[config.mk]
export PLATFORM = sky130hd
export DESIGN_NAME = gesture_vote_filter
export DESIGN_NICKNAME = d
export VERILOG_FILES = /design/src/rtl/gesture_vote_filter.sv
export SDC_FILE = /design/constraint.sdc
export NUM_CORES = 1
export LEC_CHECK = 0
export CAP_MARGIN = 20
export CORE_ASPECT_RATIO = 0.7
export CORE_MARGIN = 2
export CORE_UTILIZATION = 30
export DETAILED_ROUTE_END_ITERATION = 16
export PLACE_DENSITY = 0.53
export SLEW_MARGIN = 10
export SYNTH_ARGS = -nofsm -noshare
export SYNTH_HDL_FRONTEND = slang
export SYNTH_SLANG_ARGS = --single-unit
[constraint.sdc]
create_clock -name clk -period 5.3 [get_ports clk]
set_clock_uncertainty 0.05 [all_clocks]
set_input_delay 1.59 -clock clk [delete_from_list [all_inputs] [get_ports clk]]
set_output_delay 1.59 -clock clk [all_outputs]
set_load 0.02 [all_outputs]
[src/rtl/gesture_vote_filter.sv]
// Temporal majority-vote filter: sliding window of per-frame classes, one emit pulse per
// dominant gesture, followed by a frame-counted refractory holdoff and a stale-history flush.
module gesture_vote_filter #(
    parameter int unsigned NUM_CLASSES    = 4,
    parameter int unsigned HIST_DEPTH     = 8,
    parameter int unsigned VOTE_THRESH    = 5,
    parameter logic [7:0]  CONF_THRESH    = 8'd64,
    parameter int unsigned HOLDOFF_FRAMES = 20,
    parameter int unsigned STALE_CYCLES   = 360000
) (
    input  logic                              clk,
    input  logic                              rst,
    input  logic [$clog2(NUM_CLASSES)-1:0]    in_class,
    input  logic                              in_valid,
    input  logic [7:0]                        in_confidence,
    output logic [$clog2(NUM_CLASSES)-1:0]    out_class,
    output logic                              out_valid,
    output logic [7:0]                        out_confidence,
    output logic [$clog2(HIST_DEPTH+1)-1:0]   out_votes,
    output logic                              armed
);

    localparam int unsigned CW = $clog2(NUM_CLASSES);
    localparam int unsigned VW = $clog2(HIST_DEPTH + 1);
    localparam int unsigned PW = $clog2(HIST_DEPTH);
    localparam int unsigned HW = (HOLDOFF_FRAMES > 0) ? $clog2(HOLDOFF_FRAMES + 1) : 1;
    localparam int unsigned SW = $clog2(STALE_CYCLES + 1);

    typedef enum logic {ST_ARMED, ST_HOLDOFF} state_t;

    state_t          state_q;
    logic            armed_q;
    logic            hist_vld_q [HIST_DEPTH];
    logic [CW-1:0]   hist_cls_q [HIST_DEPTH];
    logic [PW-1:0]   wr_ptr_q;
    logic [VW-1:0]   cnt_q      [NUM_CLASSES];
    logic [VW-1:0]   cnt_d      [NUM_CLASSES];
    logic [HW-1:0]   hold_q;
    logic [SW-1:0]   stale_q;
    logic            eval_pend_q;
    logic            eval_ok_q;
    logic [7:0]      conf_q;
    logic [CW-1:0]   out_class_q;
    logic            out_valid_q;
    logic [7:0]      out_conf_q;
    logic [VW-1:0]   out_votes_q;

    logic            new_vld_c;
    logic            ev_vld_c;
    logic [CW-1:0]   ev_cls_c;
    logic [CW-1:0]   best_cls_c;
    logic [VW-1:0]   best_cnt_c;
    logic            emit_c;
    logic            stale_hit_c;
    logic            flush_c;
    logic            push_c;

    // Incremental vote update for a push, and argmax (lowest index wins ties)
    always_comb begin
        new_vld_c = (in_confidence >= CONF_THRESH);
        ev_vld_c  = hist_vld_q[wr_ptr_q];
        ev_cls_c  = hist_cls_q[wr_ptr_q];
        for (int c = 0; c < NUM_CLASSES; c++) begin
            cnt_d[c] = cnt_q[c]
                     - VW'(ev_vld_c && (ev_cls_c == CW'(c)))
                     + VW'(new_vld_c && (in_class == CW'(c)));
        end
        best_cls_c = '0;
        best_cnt_c = cnt_q[0];
        for (int c = 1; c < NUM_CLASSES; c++) begin
            if (cnt_q[c] > best_cnt_c) begin
                best_cls_c = CW'(c);
                best_cnt_c = cnt_q[c];
            end
        end
        emit_c      = eval_pend_q && eval_ok_q && (best_cnt_c >= VW'(VOTE_THRESH));
        stale_hit_c = !in_valid && (stale_q == SW'(STALE_CYCLES - 1));
        // An emit flush drops a frame arriving on the same edge
        flush_c     = emit_c || stale_hit_c;
        push_c      = in_valid && !emit_c;
    end

    always_ff @(posedge clk) begin
        if (rst) begin
            state_q     <= ST_ARMED;
            armed_q     <= 1'b1;
            for (int i = 0; i < HIST_DEPTH; i++) begin
                hist_vld_q[i] <= 1'b0;
                hist_cls_q[i] <= '0;
            end
            for (int c = 0; c < NUM_CLASSES; c++) cnt_q[c] <= '0;
            wr_ptr_q    <= '0;
            hold_q      <= '0;
            stale_q     <= '0;
            eval_pend_q <= 1'b0;
            eval_ok_q   <= 1'b0;
            conf_q      <= '0;
            out_class_q <= '0;
            out_valid_q <= 1'b0;
            out_conf_q  <= '0;
            out_votes_q <= '0;
        end else begin
            out_valid_q <= 1'b0;
            eval_pend_q <= push_c;
            if (push_c) begin
                eval_ok_q <= (state_q == ST_ARMED);
                conf_q    <= in_confidence;
            end

            if (emit_c) begin
                out_valid_q <= 1'b1;
                out_class_q <= best_cls_c;
                out_votes_q <= best_cnt_c;
                out_conf_q  <= conf_q;
            end

            if (flush_c) begin
                for (int i = 0; i < HIST_DEPTH; i++) hist_vld_q[i] <= 1'b0;
                for (int c = 0; c < NUM_CLASSES; c++) cnt_q[c] <= '0;
                wr_ptr_q <= '0;
            end else if (push_c) begin
                hist_vld_q[wr_ptr_q] <= new_vld_c;
                hist_cls_q[wr_ptr_q] <= in_class;
                wr_ptr_q             <= wr_ptr_q + PW'(1);
                cnt_q                <= cnt_d;
            end

            // Saturating idle counter; any strobe (even a dropped one) restarts it
            if (in_valid) begin
                stale_q <= '0;
            end else if (stale_q != SW'(STALE_CYCLES)) begin
                stale_q <= stale_q + SW'(1);
            end

            case (state_q)
                ST_ARMED: begin
                    if (emit_c && (HOLDOFF_FRAMES > 0)) begin
                        state_q <= ST_HOLDOFF;
                        armed_q <= 1'b0;
                        hold_q  <= HW'(HOLDOFF_FRAMES);
                    end
                end
                ST_HOLDOFF: begin
                    if (push_c) begin
                        hold_q <= hold_q - HW'(1);
                        if (hold_q == HW'(1)) begin
                            state_q <= ST_ARMED;
                            armed_q <= 1'b1;
                        end
                    end
                end
                default: begin
                    state_q <= ST_ARMED;
                    armed_q <= 1'b1;
                end
            endcase
        end
    end

    assign out_class      = out_class_q;
    assign out_valid      = out_valid_q;
    assign out_confidence = out_conf_q;
    assign out_votes      = out_votes_q;
    assign armed          = armed_q;

endmodule
# Word-level counts from Yosys, hierarchy flattened
# Memories as Yosys holds them, arrays and structs flattened. A register that Yosys moved wholly into a read port is not among the register bits.
# Cells that the tools add are included.
# Widths: inputs -> output; s select.
classes:
  addsub: 11
  magnitude_cmp: 5
  n_eq_ne: 12
  mux: 44
  bitwise_logic: 9
  n_reduce_logical: 23
ops:
  columns: ["op", "n"]
  rows:
  - ["$mux 1", 27]
  - ["$add 19x1->19 const B", 1]
  - ["$eq 19x19->1 const B", 1]
  - ["$ne 19x19->1 const B", 1]
  - ["$mux 3", 6]
  - ["$add 4x1->4", 4]
  - ["$sub 4x1->4", 4]
  - ["$gt 4x4->1", 3]
  - ["$logic_and 1x1->1", 12]
  - ["$mux 4", 3]
  - ["$mux 5", 2]
  - ["$pmux 5 s2", 1]
  - ["$eq 2x2->1 const B", 4]
  - ["$ge 8x7->1 const B", 1]
  - ["$or 1x1->1", 8]
  - ["$mux 2", 3]
  - ["$reduce_or 2->1", 3]
  - ["$eq 5x1->1 const B", 1]
  - ["$sub 5x1->5 const B", 1]
  - ["$eq 2x1->1 const B", 2]
  - ["$ge 4x3->1 const B", 1]
  - ["$logic_not 2->1", 2]
  - ["$ne 2x1->1 const B", 2]
  - ["$pmux 1 s2", 2]
  - ["other kinds (8)", 9]
word_totals:
  reg_bits: 70
  ram_bits: 24
  inputBits: 13
  mem_count: 2
mem_list:
  columns: ["name", "depth", "word_bits", "read_ports", "rd_ports_with_merged_regs", "write_ports", "line", "text"]
  rows:
  - ["hist_cls_q", 8, 2, 1, 1, 8, "34", "logic [CW-1:0] hist_cls_q [HIST_DEPTH];"]
  - ["hist_vld_q", 8, 1, 1, 1, 8, "33", "logic hist_vld_q [HIST_DEPTH];"]

# Logic depth before layout (Yosys ltp)
depth:
  depth_word: 16
  depth_mapped: 28
  ltp_nobuf: 26

# Worst setup path before layout
# Ideal clock, no wire load.
synth_timing:
  kind: "flip-flop to flip-flop"
  startpoint: "register cnt_q[13] in the netlist's numbering"
  endpoint: "memory hist_cls_q[0][0] in the netlist's numbering, enable pin"
  arrival_ps: 5201
  path_slack_ps: -289
  stages_incl_launch_ff: 27
  path_buffers: 2
  cell_sequence: "dfxtp_1 -> inv_1 -> ha_1 -> nor2b_1 -> o211ai_1 -> a21oi_1 -> mux2i_1 -> ha_1 -> a21oi_1 -> a21oi_1 -> and4_4 -> nor4_4 -> nor2_1 -> a21oi_1 -> inv_1 -> ha_1 -> nor2b_1 -> o21a_1 -> o21a_1 -> o21ai_0 -> buf_4 -> or2_2 -> o2111ai_4 -> a21oi_4 -> nand2_2 -> buf_2 -> o31ai_1"
synth_lines:
  columns: ["element", "line", "text"]
  rows:
  - ["start, declared", "36", "logic [VW-1:0] cnt_q [NUM_CLASSES];"]
  - ["start signal, assigned", "125", "cnt_q <= cnt_d;"]
  - ["end, declared", "34", null]

==> results.json <==
{
  "antenna-diode-count": 0,
  "holdCritPathClass": "flop to flop",
  "synth_instances": 551,
  "synth_top_family_by_area": "simple AND/OR/NAND/NOR gates",
  "post-synth-top-area-cell": "sky130_fd_sc_hd__dfxtp_1",
  "floorplan.rows": 40,
  "critical_path.max_stage_delay_ns": 0.34,
  "drt_iter0_drc": 140,
  "drt_drc_violations_left": 0,
  "slowest_stage": "sky130_fd_sc_hd__dfxtp_2",
  "cts.clk_slew.worst_paths_ns": 0.07,
  "global_route_wire_length_before_repair_mm": 20.9,
  "final-seq-area_um2": 2180,
  "yosys.area_share.adder_pct": 9.12,
  "cp-end-kind": "flop",
  "htree_num_levels": 3,
  "tritoncts.num_buffers": 9,
  "part_of_the_cycle_the_worst_path_needs_pct": 98.2,
  "leakage_power_figure_nw": 2.70,
  "synthesis_stage_register_bit_count": 97,
  "clockRootBuffer": "sky130_fd_sc_hd__clkbuf_16",
  "dpl_cell_area_um2": 6010,
  "ios": 29,
  "peakVddDrop_uv": 452,
  "area_growth_pct": 34.5,
  "grt_max_degree": 26,
  "power_density_nw_per_um2": 552,
  "clock_insertion_delay_worst_skew_ns": 0.35,
  "design_area_um2": 7080,
  "cap_violations": 0,
  "routed_wl_mm": 13.2,
  "grt_setup_unrepaired": "yes",
  "timing.final.ws_setup_ns": 0.0967,
  "critical-path-top-cell-by-count": "sky130_fd_sc_hd__a21oi_4",
  "dpl.hpwl_mm": 8.82,
  "total_power_mw": 3.91,
  "crit_fanout": 8,
  "drive_above_1_share_pct": 25.7,
  "coreArea_um2": 17200,
  "postSynthAreaPerCell_um2": 9.56,
  "placer_congestion": 0.814,
  "timing.final.setup_violations": 0,
  "clock.fmax_mhz": 192,
  "outcome": "completed",
  "synth_cell_types": 60,
  "final.setup.tns_ns": 0,
  "grt_antenna_before_repair": 0,
  "die_width_um": 162,
  "reg2reg_depth": 27,
  "synth_top_flop_cell": "sky130_fd_sc_hd__dfxtp_1",
  "firstDrtPassIters": 4,
  "die_outline_area_um2": 18700,
  "synthMuxAreaShare_pct": 9.74,
  "multi_input_area_um2": 3350,
  "crit_path_start": "cnt_q[13]",
  "netlist_top_cells_count": "sky130_fd_sc_hd__nor2_1, sky130_fd_sc_hd__dfxtp_1, sky130_fd_sc_hd__nand2_1",
  "post_layout_nonfiller_instances": 845,
  "netlist.area_leader.share_pct": 27.7,
  "regToRegStartpoint": "cnt_q[13]",
  "cts.sinks": 97,
  "synth-seq-area-share_pct": 41.4,
  "finalCriticalPeriod_ns": 5.20,
  "async_flop_share_pct": 0,
  "crit_type": "flop to flop",
  "final_ant_viol_nets": 0,
  "hold_path.startpoint": "out_class[1]",
  "synth-edff-count": 24,
  "fp.dieH_um": 115,
  "reg2reg_to": "hist_vld_q[4]",
  "arrival_time_reported_for_the_critical_path_endpoint_ns": 5.23,
  "synth_warnings": 0,
  "max-clock-path-buffers": 2,
  "synthSimpleGateAreaFrac_pct": 18.0,
  "grt_remaining_overflow": 0,
  "whs_endpoint": "out_class[1]",
  "regToRegSetupSlack_ns": 0.1,
  "worstMarginPinSlew_ns": 0.967,
  "hold_violations": 0,
  "initial_utilization_pct": 30.7,
  "synth_nets": 600,
  "hold_path_depth": 2,
  "first_global_vias": 4043,
  "fillers": 1655,
  "required_ns": 5.32,
  "synth_xor_xnor_area_share_pct": 5.15,
  "worst_slew_margin_rel_pct": 34.9,
  "vias": 4088,
  "launching_element_type_of_the_critical_path": "flop",
  "placedCellCount": 810,
  "synth.top_cells.by_area": "sky130_fd_sc_hd__dfxtp_1, sky130_fd_sc_hd__edfxtp_1, sky130_fd_sc_hd__ha_1",
  "synthesis.area_um2": 5270,
  "post_drt_wl_per_cell_um": 15.6,
  "nNetsFinal": 659,
  "synth-compound-area-share_pct": 11.3,
  "groute.usage.overall_pct": 14.4,
  "clock_tree_from_tritoncts": "built",
  "detail_route.vias_per_cell": 4.84,
  "finalMaxSlewViolations": 0,
  "synthMostInstantiatedCell": "sky130_fd_sc_hd__nor2_1",
  "port-buffer-count": 28,
  "dpl_worst_slack_ns": -0.125
}
area by class of cell:
cell class | count | area share [%]
multi-input combinational | 390 | 47.3
sequential | 97 | 30.8
timing repair buffer | 77 | 11.7
tap | 231 | 4.08
clock buffer | 10 | 3.23
inverter | 35 | 1.85
clock inverter | 5 | 0.936
worst max-delay path by stage:
stage | endpoint | slack, ns
after floorplan | hist_cls_q[4][1] | -0.007
after global placement | hist_cls_q[5][0] | 0.11
after detailed placement | hist_cls_q[6][0] | -0.12
after CTS | hist_vld_q[3] | 0.008
after global routing | hist_vld_q[0] | -0.15
final | hist_vld_q[4] | 0.1
kinds of logic (layout without fill, tap and decap cells):
group                    count (synthesis)  in the layout
multiplexers                            43             43
XOR/XNOR                                31             31
buffers and inverters                   64            127
AO/OA/AOI/OAI                           80             80
flip-flops                              97             97
AND/OR/NAND/NOR                        200            200
adder cells (fa/ha/maj)                 36             36
registers in the layout (all words and copies together) (netlist names), 2 cells and up, named ones only:
name and count:
out_class 2, out_confidence 8, hist_vld_q 8, out_votes 4
stale_q 19, cnt_q 16, conf_q 8, hold_q 5
hist_cls_q 16, wr_ptr_q 3
metal layers:
metal / GRT usage (%) / part of all wire (%) / vias up / wire (um)
met4: 4.13 / 1.3 / 0 / 170
met5: 0 / 0 / - / 0
met1: 19.9 / 51 / 1977 / 6740
li1: - / - / 2047 / -
met2: 21.8 / 43 / 50 / 5710
met3: 4.18 / 4.1 / 14 / 537
stage by stage:
stage / hold slack [ns] / util [%]
finish: 0.423 / 41.3
global placement: 0.402 / 35.0
detailed placement: 0.401 / 35.0
CTS: 0.411 / 39.3
global route: 0.447 / 41.3
floorplan: 0.410 / -
worst max-delay path: cells and delay by family, from the launching register on:
kind / cells / cell delay, ns
compound gates: 11 / 1.81
simple gates: 7 / 0.98
fa+ha+maj: 3 / 0.77
mux: 2 / 0.57
buf+inv: 4 / 0.39
flops: 1 / 0.34
what timing repair did:
action,4_1_cts,5_1_grt
cloned,5,4
hold buffers,0,0
buffers inserted,10,8
endpoints found under the setup margin,61,101
pin swaps,14,46
resized for setup,42,71
hold endpoints to repair,0,0
power breakdown:
group,internal (mW),switching [mW],total [mW]
clock,0.369,0.294,0.663
sequential,0.859,0.0962,0.955
combinational,1.18,1.10,2.29
total,2.41,1.50,3.91
layout by cell type, fill, tap and decap left out, drive strengths merged, types with 12 or more instances in the layout:
cell,n
nor3,29
clkdlybuf4s50,28
inv,36
dfxtp,73
xnor2,19
xor2,12
mux2i,31
buf,46
nand2,37
o31ai,12
nor2,81
a21oi,24
ha,32
edfxtp,24
clkbuf,13
nand3,17
Power figures use the tool's default switching activity.
